===== config.mk =====
export PLATFORM = sky130hd
export DESIGN_NAME = adc_scan_ctrl
export DESIGN_NICKNAME = d
export VERILOG_FILES = /design/src/rtl/adc_pkg.sv /design/src/rtl/adc_sclk_gen.sv /design/src/rtl/adc_scan_ctrl.sv
export SDC_FILE = /design/constraint.sdc
export NUM_CORES = 1
export LEC_CHECK = 0
export CORE_MARGIN = 2
export CORE_UTILIZATION = 40
export DETAILED_ROUTE_END_ITERATION = 12
export DONT_BUFFER_PORTS = 1
export PLACE_DENSITY = 0.66
export SYNTH_ARGS = -nofsm -noshare
export SYNTH_HDL_FRONTEND = slang
export SYNTH_HIERARCHICAL = 1
export SYNTH_SLANG_ARGS = --single-unit

===== constraint.sdc =====
create_clock -name clk -period 4.49 [get_ports clk]
set_input_delay 0.2245 -clock clk [delete_from_list [all_inputs] [get_ports clk]]
set_output_delay 0.2245 -clock clk [all_outputs]
set_load 0.01 [all_outputs]

===== src/rtl/adc_pkg.sv =====
// adc_pkg: shared states, frame layout constants and channel helpers for the ADC scanner.
package adc_pkg;

    typedef enum logic [1:0] {IDLE, SETUP, FRAME, GAP} state_t;

    localparam int FRAME_BITS = 16;
    localparam int ADDR_FIRST = 2;
    localparam int DATA_FIRST = 4;
    localparam int DATA_LAST  = 13;

    function automatic logic [2:0] low_idx(logic [7:0] m);
        logic [2:0] r = '0;
        for (int i = 7; i >= 0; i--)
            if (m[i]) r = 3'(i);
        return r;
    endfunction

    // Address bits go out MSB first starting at ADDR_FIRST; every other bit is zero.
    function automatic logic din_bit(logic [3:0] idx, logic [2:0] ch);
        int k = ADDR_FIRST + 2 - int'(idx);
        return (k >= 0 && k <= 2) ? ch[2'(k)] : 1'b0;
    endfunction

endpackage


===== src/rtl/adc_sclk_gen.sv =====
// adc_sclk_gen: SCLK generator; idles high, toggles every CLK_DIV clk cycles while enabled.
module adc_sclk_gen #(
    parameter int CLK_DIV = 4
) (
    input  logic clk,
    input  logic rst,
    input  logic en,
    output logic sclk,
    output logic rise,
    output logic fall
);

    logic [7:0] cnt;
    logic       term;

    // Strobes mark the clk edge at which the registered sclk changes.
    assign term = cnt == 8'(CLK_DIV - 1);
    assign rise = term && !sclk;
    assign fall = term && sclk;

    always_ff @(posedge clk or posedge rst) begin
        if (rst) begin
            cnt  <= '0;
            sclk <= 1'b1;
        end else if (!en) begin
            cnt  <= '0;
            sclk <= 1'b1;
        end else if (term) begin
            cnt  <= '0;
            sclk <= ~sclk;
        end else begin
            cnt <= cnt + 8'd1;
        end
    end

endmodule


===== src/rtl/adc_scan_ctrl.sv =====
// adc_scan_ctrl: scans enabled ADC channels over back-to-back 16-bit serial frames,
// emitting one result per channel (results lag the addressed channel by one frame).
module adc_scan_ctrl
    import adc_pkg::*;
#(
    parameter int CLK_DIV = 4,
    parameter int CS_GAP  = 2
) (
    input  logic       clk,
    input  logic       rst,
    input  logic       start,
    input  logic       cont,
    input  logic [7:0] ch_mask,
    output logic       busy,
    output logic       sclk,
    output logic       cs_n,
    output logic       din,
    input  logic       dout,
    output logic [9:0] data,
    output logic [2:0] data_ch,
    output logic       data_valid,
    output logic       scan_done
);

    state_t     state;
    logic [7:0] pend;
    logic [7:0] gap_cnt;
    logic [3:0] bit_idx;
    logic [2:0] cur_ch;
    logic [2:0] prev_ch;
    logic [9:0] shift;
    logic       first;
    logic       last;
    logic       grab;
    logic       rise;
    logic       fall;
    logic       sclk_en;
    logic       frame_end;
    logic       gap_done;
    logic       go;

    assign frame_end = state == FRAME && fall && bit_idx == 4'(FRAME_BITS - 1);
    assign gap_done  = gap_cnt == 8'(CS_GAP - 1);
    assign go        = ch_mask != 8'd0 && ((state == IDLE && start) || (state == GAP && gap_done && cont));
    // SETUP is the first high half-period; dropping enable on the final fall keeps sclk high.
    assign sclk_en   = state == SETUP || (state == FRAME && !(frame_end && last));

    adc_sclk_gen #(.CLK_DIV(CLK_DIV)) u_sclk (
        .clk  (clk),
        .rst  (rst),
        .en   (sclk_en),
        .sclk (sclk),
        .rise (rise),
        .fall (fall)
    );

    always_ff @(posedge clk or posedge rst) begin
        if (rst) begin
            state      <= IDLE;
            busy       <= 1'b0;
            cs_n       <= 1'b1;
            din        <= 1'b0;
            data       <= '0;
            data_ch    <= '0;
            data_valid <= 1'b0;
            scan_done  <= 1'b0;
            pend       <= '0;
            gap_cnt    <= '0;
            bit_idx    <= '0;
            cur_ch     <= '0;
            prev_ch    <= '0;
            shift      <= '0;
            first      <= 1'b0;
            last       <= 1'b0;
            grab       <= 1'b0;
        end else begin
            data_valid <= grab;
            scan_done  <= grab && last;
            grab       <= 1'b0;
            if (grab) begin
                data    <= shift;
                data_ch <= prev_ch;
            end
            if (go) begin
                state   <= SETUP;
                busy    <= 1'b1;
                cs_n    <= 1'b0;
                gap_cnt <= '0;
                cur_ch  <= low_idx(ch_mask);
                pend    <= ch_mask & (ch_mask - 8'd1);
                first   <= 1'b1;
                last    <= 1'b0;
            end else begin
                case (state)
                    SETUP: if (fall) begin
                        state   <= FRAME;
                        bit_idx <= '0;
                        din     <= 1'b0;
                    end
                    FRAME: begin
                        if (rise && bit_idx >= 4'(DATA_FIRST) && bit_idx <= 4'(DATA_LAST))
                            shift <= {shift[8:0], dout};
                        if (rise && bit_idx == 4'(DATA_LAST) && !first)
                            grab <= 1'b1;
                        if (frame_end) begin
                            bit_idx <= '0;
                            din     <= 1'b0;
                            if (last) begin
                                state   <= GAP;
                                cs_n    <= 1'b1;
                                gap_cnt <= '0;
                            end else begin
                                // Once every enabled channel is addressed, one extra frame on ch0 flushes the last result.
                                prev_ch <= cur_ch;
                                first   <= 1'b0;
                                cur_ch  <= low_idx(pend);
                                pend    <= pend & (pend - 8'd1);
                                last    <= pend == 8'd0;
                            end
                        end else if (fall) begin
                            bit_idx <= bit_idx + 4'd1;
                            din     <= din_bit(bit_idx + 4'd1, cur_ch);
                        end
                    end
                    GAP: if (gap_done) begin
                        state <= IDLE;
                        busy  <= 1'b0;
                    end else begin
                        gap_cnt <= gap_cnt + 8'd1;
                    end
                    default: ;
                endcase
            end
        end
    end

endmodule


[After elaboration in Yosys (flattened, before gate mapping)]
Cells that the tools add are included.
Storage, ports and cells
  word-level logic and storage cells: 161
  flip-flop bits (word level): 68
  input port bits: 13
  output and inout bits: 19
Operators by class
  bitwise logic cells: 5
  add/subtract/negate cells: 6
  muxes and demuxes: 69
  reduce and logical (&&, ||, !) cells: 41
  magnitude comparators: 5
  eq/ne operators: 16
Operators by type and width (number)
  8-bit 2-to-1 mux: 10
  3-bit 2-to-1 mux: 20
  1-bit 2-to-1 mux: 26
  3-bit != test, second input constant: 6
  8-bit by 1-bit adder with 8-bit output, second input constant: 2
  8-bit AND: 2
  1-bit logical AND: 16
  8-bit case mux with 2 select lines: 1
  8-bit by 1-bit subtractor with 8-bit output, second input constant: 2
  4-bit 2-to-1 mux: 3
  4-bit AND reduction: 3
  2-bit nonzero test: 6
  2-bit 2-to-1 mux: 5
  3-bit AND reduction: 3
  4-bit equality test, second input constant: 2
  8-bit by 1-bit equality test with 1-bit output, second input constant: 1
  8-bit by 2-bit equality test with 1-bit output, second input constant: 1
  8-bit logical NOT: 1
  4-bit case mux with 2 select lines: 1
  8-bit nonzero test: 1
  2-bit case mux with 3 select lines: 1
  5-bit by 1-bit >= comparator with 1-bit output, second input constant: 1
  5-bit by 3-bit <= comparator with 1-bit output, second input constant: 1
  5-bit AND reduction: 1
  18 further kinds: 26

[Logic depth before layout (Yosys ltp)]
  word-level depth: 12
  depth in mapped cells: 9
  gate-level depth less buffers: 8

[Cells and area by module]
The synthesis kept the hierarchy.
By module, submodules not included
  adc_scan_ctrl: times used 1, seq. area each 1452.6 sq um, area each 2855.2 sq um, cells an instance 265
  adc_sclk_gen: times used 1, seq. area each 226.5 sq um, area each 452.9 sq um, cells an instance 45

[Least setup slack after synthesis]
Ideal clock, no wire load.
  path type: register -> register
  from: register u_sclk.cnt[0]
  to: register prev_ch[0]
  slack: 1.824 ns
  path buffers: 1
  arrival time: 2.541 ns
  library setup time: 0.125 ns
  required time: 4.365 ns
  period minus slack after synthesis: 2.666 ns
  stages on the path, launching flop included: 9
  path through: dfrtp_1 > ha_1 > or4b_4 > nor3_1 > nand3_1 > or3_1 > clkbuf_1 > nor2_1 > mux2_2
On the way
  word-level cells in the longest chain between the ends: 5
RTL lines
  start: declaration: RTL line adc_sclk_gen.sv:13  | logic [7:0] cnt;
  start signal: assignment: RTL line adc_sclk_gen.sv:32  | cnt <= cnt + 8'd1;
  8-bit by 2-bit equality test with 1-bit output: RTL line adc_sclk_gen.sv:17  | assign term = cnt == 8'(CLK_DIV - 1);
  1-bit logical AND: RTL line adc_sclk_gen.sv:19  | assign fall = term && sclk;
  net fall: RTL line adc_scan_ctrl.sv:36  | logic fall;
  1-bit logical AND (2 in a row): RTL line adc_scan_ctrl.sv:42  | assign frame_end = state == FRAME && fall && bit_idx == 4'(FRAME_BITS - 1);
  4-bit AND reduction (no source line)
  end signal: assignment: RTL line adc_scan_ctrl.sv:114  | prev_ch <= cur_ch;
  end: declaration: RTL line adc_scan_ctrl.sv:30  | logic [2:0] prev_ch;
The timed path passes the listed nets, and every way through them passes these cells.
A chain may end at the register's enable or synchronous reset.

[Worst setup path after layout]
  from: register u_sclk.cnt[0]
  to: register gap_cnt[2]
On the way
  word-level cells in the longest chain between the ends: 6
RTL lines
  8-bit by 2-bit equality test with 1-bit output: RTL line adc_sclk_gen.sv:17
  1-bit logical AND: RTL line adc_sclk_gen.sv:19
  net fall: RTL line adc_scan_ctrl.sv:36
  1-bit logical AND (2 in a row): RTL line adc_scan_ctrl.sv:42
  3-bit != test (no source line)
  4-bit AND reduction (no source line)
  end signal: assignment: RTL line adc_scan_ctrl.sv:129  | gap_cnt <= gap_cnt + 8'd1;
  end: declaration: RTL line adc_scan_ctrl.sv:27  | logic [7:0] gap_cnt;
The timed path passes the listed nets, and every way through them passes these cells.

==> impl_metrics.env <==
export IMPL_fin_cells=429
export IMPL_ys_ff_latch=67
export IMPL_critPathLaunchType="flip-flop"
export IMPL_fp_row_count=33
export IMPL_synth_top_area_share_pct=49.2
export IMPL_cts_resized=0
export IMPL_grt_pass1_vias=2283
export IMPL_clock_skew_final_ns=0.0124
export IMPL_antenna_found_initial=0
export IMPL_switching_share_pct=22.8
export IMPL_ys_flop_type="dfrtp_1"
export IMPL_dr_pass1_iters=4
export IMPL_netlist_area_um2=3310
export IMPL_ys_seq_area_share_pct=50.8
export IMPL_crit_chain="ha_1 > or4b_4 > nor3_1 > nand3_1 > o21ai_0 > o211ai_1 > a32oi_1 > a21oi_1"
export IMPL_final_area_um2=3650
export IMPL_multiInputGateArea_um2=1540
export IMPL_place_ws_ns=1.38
export IMPL_grt_setup_unrepaired="no"
export IMPL_critPathKind="flip-flop to flip-flop"
export IMPL_initial_utilization_pct=40.7
export IMPL_critical_path_buf_inv_count=0
export IMPL_final_cell_mix="dfrtp_1 (65), nand2_1 (31), nor2_1 (29)"
export IMPL_peakVddDrop_mv=0.119
export IMPL_clockPowerShare_pct=44.5
export IMPL_cts_tree="built"
export IMPL_p_sw_mw=0.255
export IMPL_setup_ws_ns=1.41
export IMPL_total_leakage_power_nw=1.65
export IMPL_dp_cells=410
export IMPL_ys_async_sr_fraction_pct=100
export IMPL_finalSetupViolCount=0
export IMPL_yosys_top_cells_area="dfrtp_1 (49%), mux2_2 (8.9%), ha_1 (4.5%), nand2_1 (3.5%), nor2_1 (3.3%)"
export IMPL_layout_drive_gt1_share_pct=18.5
export IMPL_initialDrtViolationCount=135
export IMPL_cp_arrival_ns=3.28
export IMPL_power_density_nw_per_um2=307
export IMPL_syn_inst=310
export IMPL_synth_top_area_cell="dfrtp_1"
export IMPL_clk_pin_slew_ns=0.08
export IMPL_power_frac_seq_pct=53.7
export IMPL_fmax_mhz=325
export IMPL_clkLatencyLatePin_ns=0.34
export IMPL_synth_edf_count=0
export IMPL_place_congestion=0.793
export IMPL_place_port_buffers=0
export IMPL_post_route_drc_count=0
export IMPL_clock_path_buffers=2
export IMPL_overflow=0
export IMPL_status="finished, final reports clean"
export IMPL_cp_end_kind="flip-flop"
export IMPL_hold_viol_final=0
export IMPL_grt_pass1_wl_um=10800
export IMPL_slew_headroom_pct=56.1
export IMPL_wirelength_um=6350
export IMPL_ff_latch_area_um2=1680
export IMPL_crit_required_ns=4.69
export IMPL_num_vias=2322
export IMPL_whs_ns=0.0219
export IMPL_vias_per_cell=5.41
export IMPL_drv_slew=0
export IMPL_cp_top_family="compound AO/OA/AOI/OAI gates"
export IMPL_synth_distinct_cells=55
export IMPL_period_share_pct=68.5
export IMPL_fin_nets=344
export IMPL_root_buffer="clkbuf_8"
export IMPL_cts_sinks=67
export IMPL_area_growth_pct=10.3
export IMPL_gr_usage_all_layers_pct=15.6
export IMPL_ys_warn_count=6
export IMPL_fp_dieH_um=94.9
export IMPL_p_int_mw=0.867
export IMPL_num_fill_cells=756
export IMPL_die_area_um2=9010
export IMPL_coreArea_um2=8130
export IMPL_min_period_ns=3.08
export IMPL_drtAntennaViolNets=0
export IMPL_avgSynthCellArea_um2=10.7
export IMPL_drv_cap=0
export IMPL_die_w_um=94.9
export IMPL_num_antenna_cells=0
export IMPL_io_pins=32
export IMPL_wl_per_cell_um=14.8
export IMPL_synth_nets=335
export IMPL_final_common_cell="dfrtp_1"
export IMPL_numCtsBuffers=9
export IMPL_cpPeakStageDelay_ns=0.52
export IMPL_postCtsSetupRepairBufs=0
export IMPL_grt_max_degree=31
export IMPL_tightest_slew_ns=0.655
export IMPL_critical_path_slowest_cell="or4b_4"
export IMPL_combinationalPowerShare_pct=1.7
export IMPL_cp_max_fo=8
export IMPL_cts_max_level=3
export IMPL_hp_class="primary input to flip-flop"
export IMPL_detailed_place_area_um2=3420
export IMPL_place_hpwl_um=4600
export IMPL_setup_tns_ns=0
==> through the flow <==
step | total power [mW] | utilization (%)
global route | 1.17 | 44.9
global placement | 0.632 | 42.1
detailed placement | 0.633 | 42.1
CTS | 1.14 | 44.7
finish | 1.12 | 44.9
floorplan | 0.628 | -
==> flip-flops by register name, summed over array words and instances (netlist names), 3 cells and up <==
name	count
data_ch	3
gap_cnt	8
shift	10
u_sclk/cnt	8
cur_ch	3
prev_ch	3
data	10
bit_idx	4
pend	7
==> metal layers <==
| metal | routed length [um] | vias to the layer above | part of all wire [%] | track usage [%] |
|---|---|---|---|---|
| met4 | 79 | 0 | 1.2 | 5.80 |
| li1 | - | 1139 | - | - |
| met1 | 3000 | 1134 | 47 | 20.9 |
| met3 | 265 | 8 | 4.2 | 4.79 |
| met5 | 0 | - | 0 | 0 |
| met2 | 3000 | 41 | 47 | 23.9 |
==> what timing repair did <==
action,4_1_cts,5_1_grt
endpoints found under the hold margin,38,1
endpoints found under the setup margin,0,0
hold buffers,2,1
==> worst paths after layout <==
kind | start | endpoint | slack, ns | depth (start not counted)
worst max-delay path | u_sclk/cnt[0] | gap_cnt[2] | 1.41 | 8
worst min register to register | shift[9] | data[9] | 0.51 | 1
min in group asynchronous | rst | u_sclk/cnt[4] | 0.33 | 2
worst max register to register | u_sclk/cnt[0] | gap_cnt[2] | 1.41 | 8
worst min-delay path | ch_mask[4] | pend[4] | 0.02 | 2
max in group asynchronous | rst | cs_n | 3.20 | 3
==> kinds of logic after synthesis <==
| kind of cell | count (synthesis) | synth area share, % |
|---|---|---|
| AND/OR/NAND/NOR | 115 | 18.5 |
| flip-flops | 67 | 50.8 |
| AO/OA/AOI/OAI | 62 | 13.0 |
| multiplexers | 29 | 9.76 |
| buffers and inverters | 22 | 2.61 |
| adder cells (fa/ha/maj) | 12 | 4.54 |
| XOR/XNOR | 3 | 0.794 |
==> power by group through the flow <==
stage | clock, mW | combinational (mW) | sequential, mW
after detailed placement | 0 | 0.0179 | 0.615
after CTS | 0.515 | 0.0196 | 0.603
after global placement | 0 | 0.0176 | 0.615
after floorplan | 0 | 0.0130 | 0.615
after global routing | 0.545 | 0.0231 | 0.603
final | 0.500 | 0.0191 | 0.603
==> cell type report <==
type                    count  share of cell area [%]
flip-flops and latches     67                    46.0
multi-input cells         221                    42.3
well taps                 105                    3.60
clock buffers               9                    3.39
clock inverters             7                    2.06
inverters                  16                    1.65
repair buffers              4                    1.03
==> synth_stat cells (2+ instances only) <==
cell type	number
a21oi_1	10
a31oi_1	2
a32o_1	2
and2_1	2
and3_1	4
buf_2	3
clkbuf_1	3
dfrtp_1	65
dfstp_2	2
ha_1	12
inv_1	16
mux2_2	26
mux2i_1	3
nand2_1	31
nand3_1	12
nand3b_1	5
nand4b_1	2
nor2_1	29
nor2b_1	4
nor3_1	10
nor4_1	2
nor4b_2	2
o211ai_1	3
o21a_1	2
o21ai_0	18
o21bai_1	2
o221a_2	3
o31ai_1	3
o32ai_1	2
or3_1	4
xnor2_1	2
No activity file was read; power rests on OpenSTA's default activity.
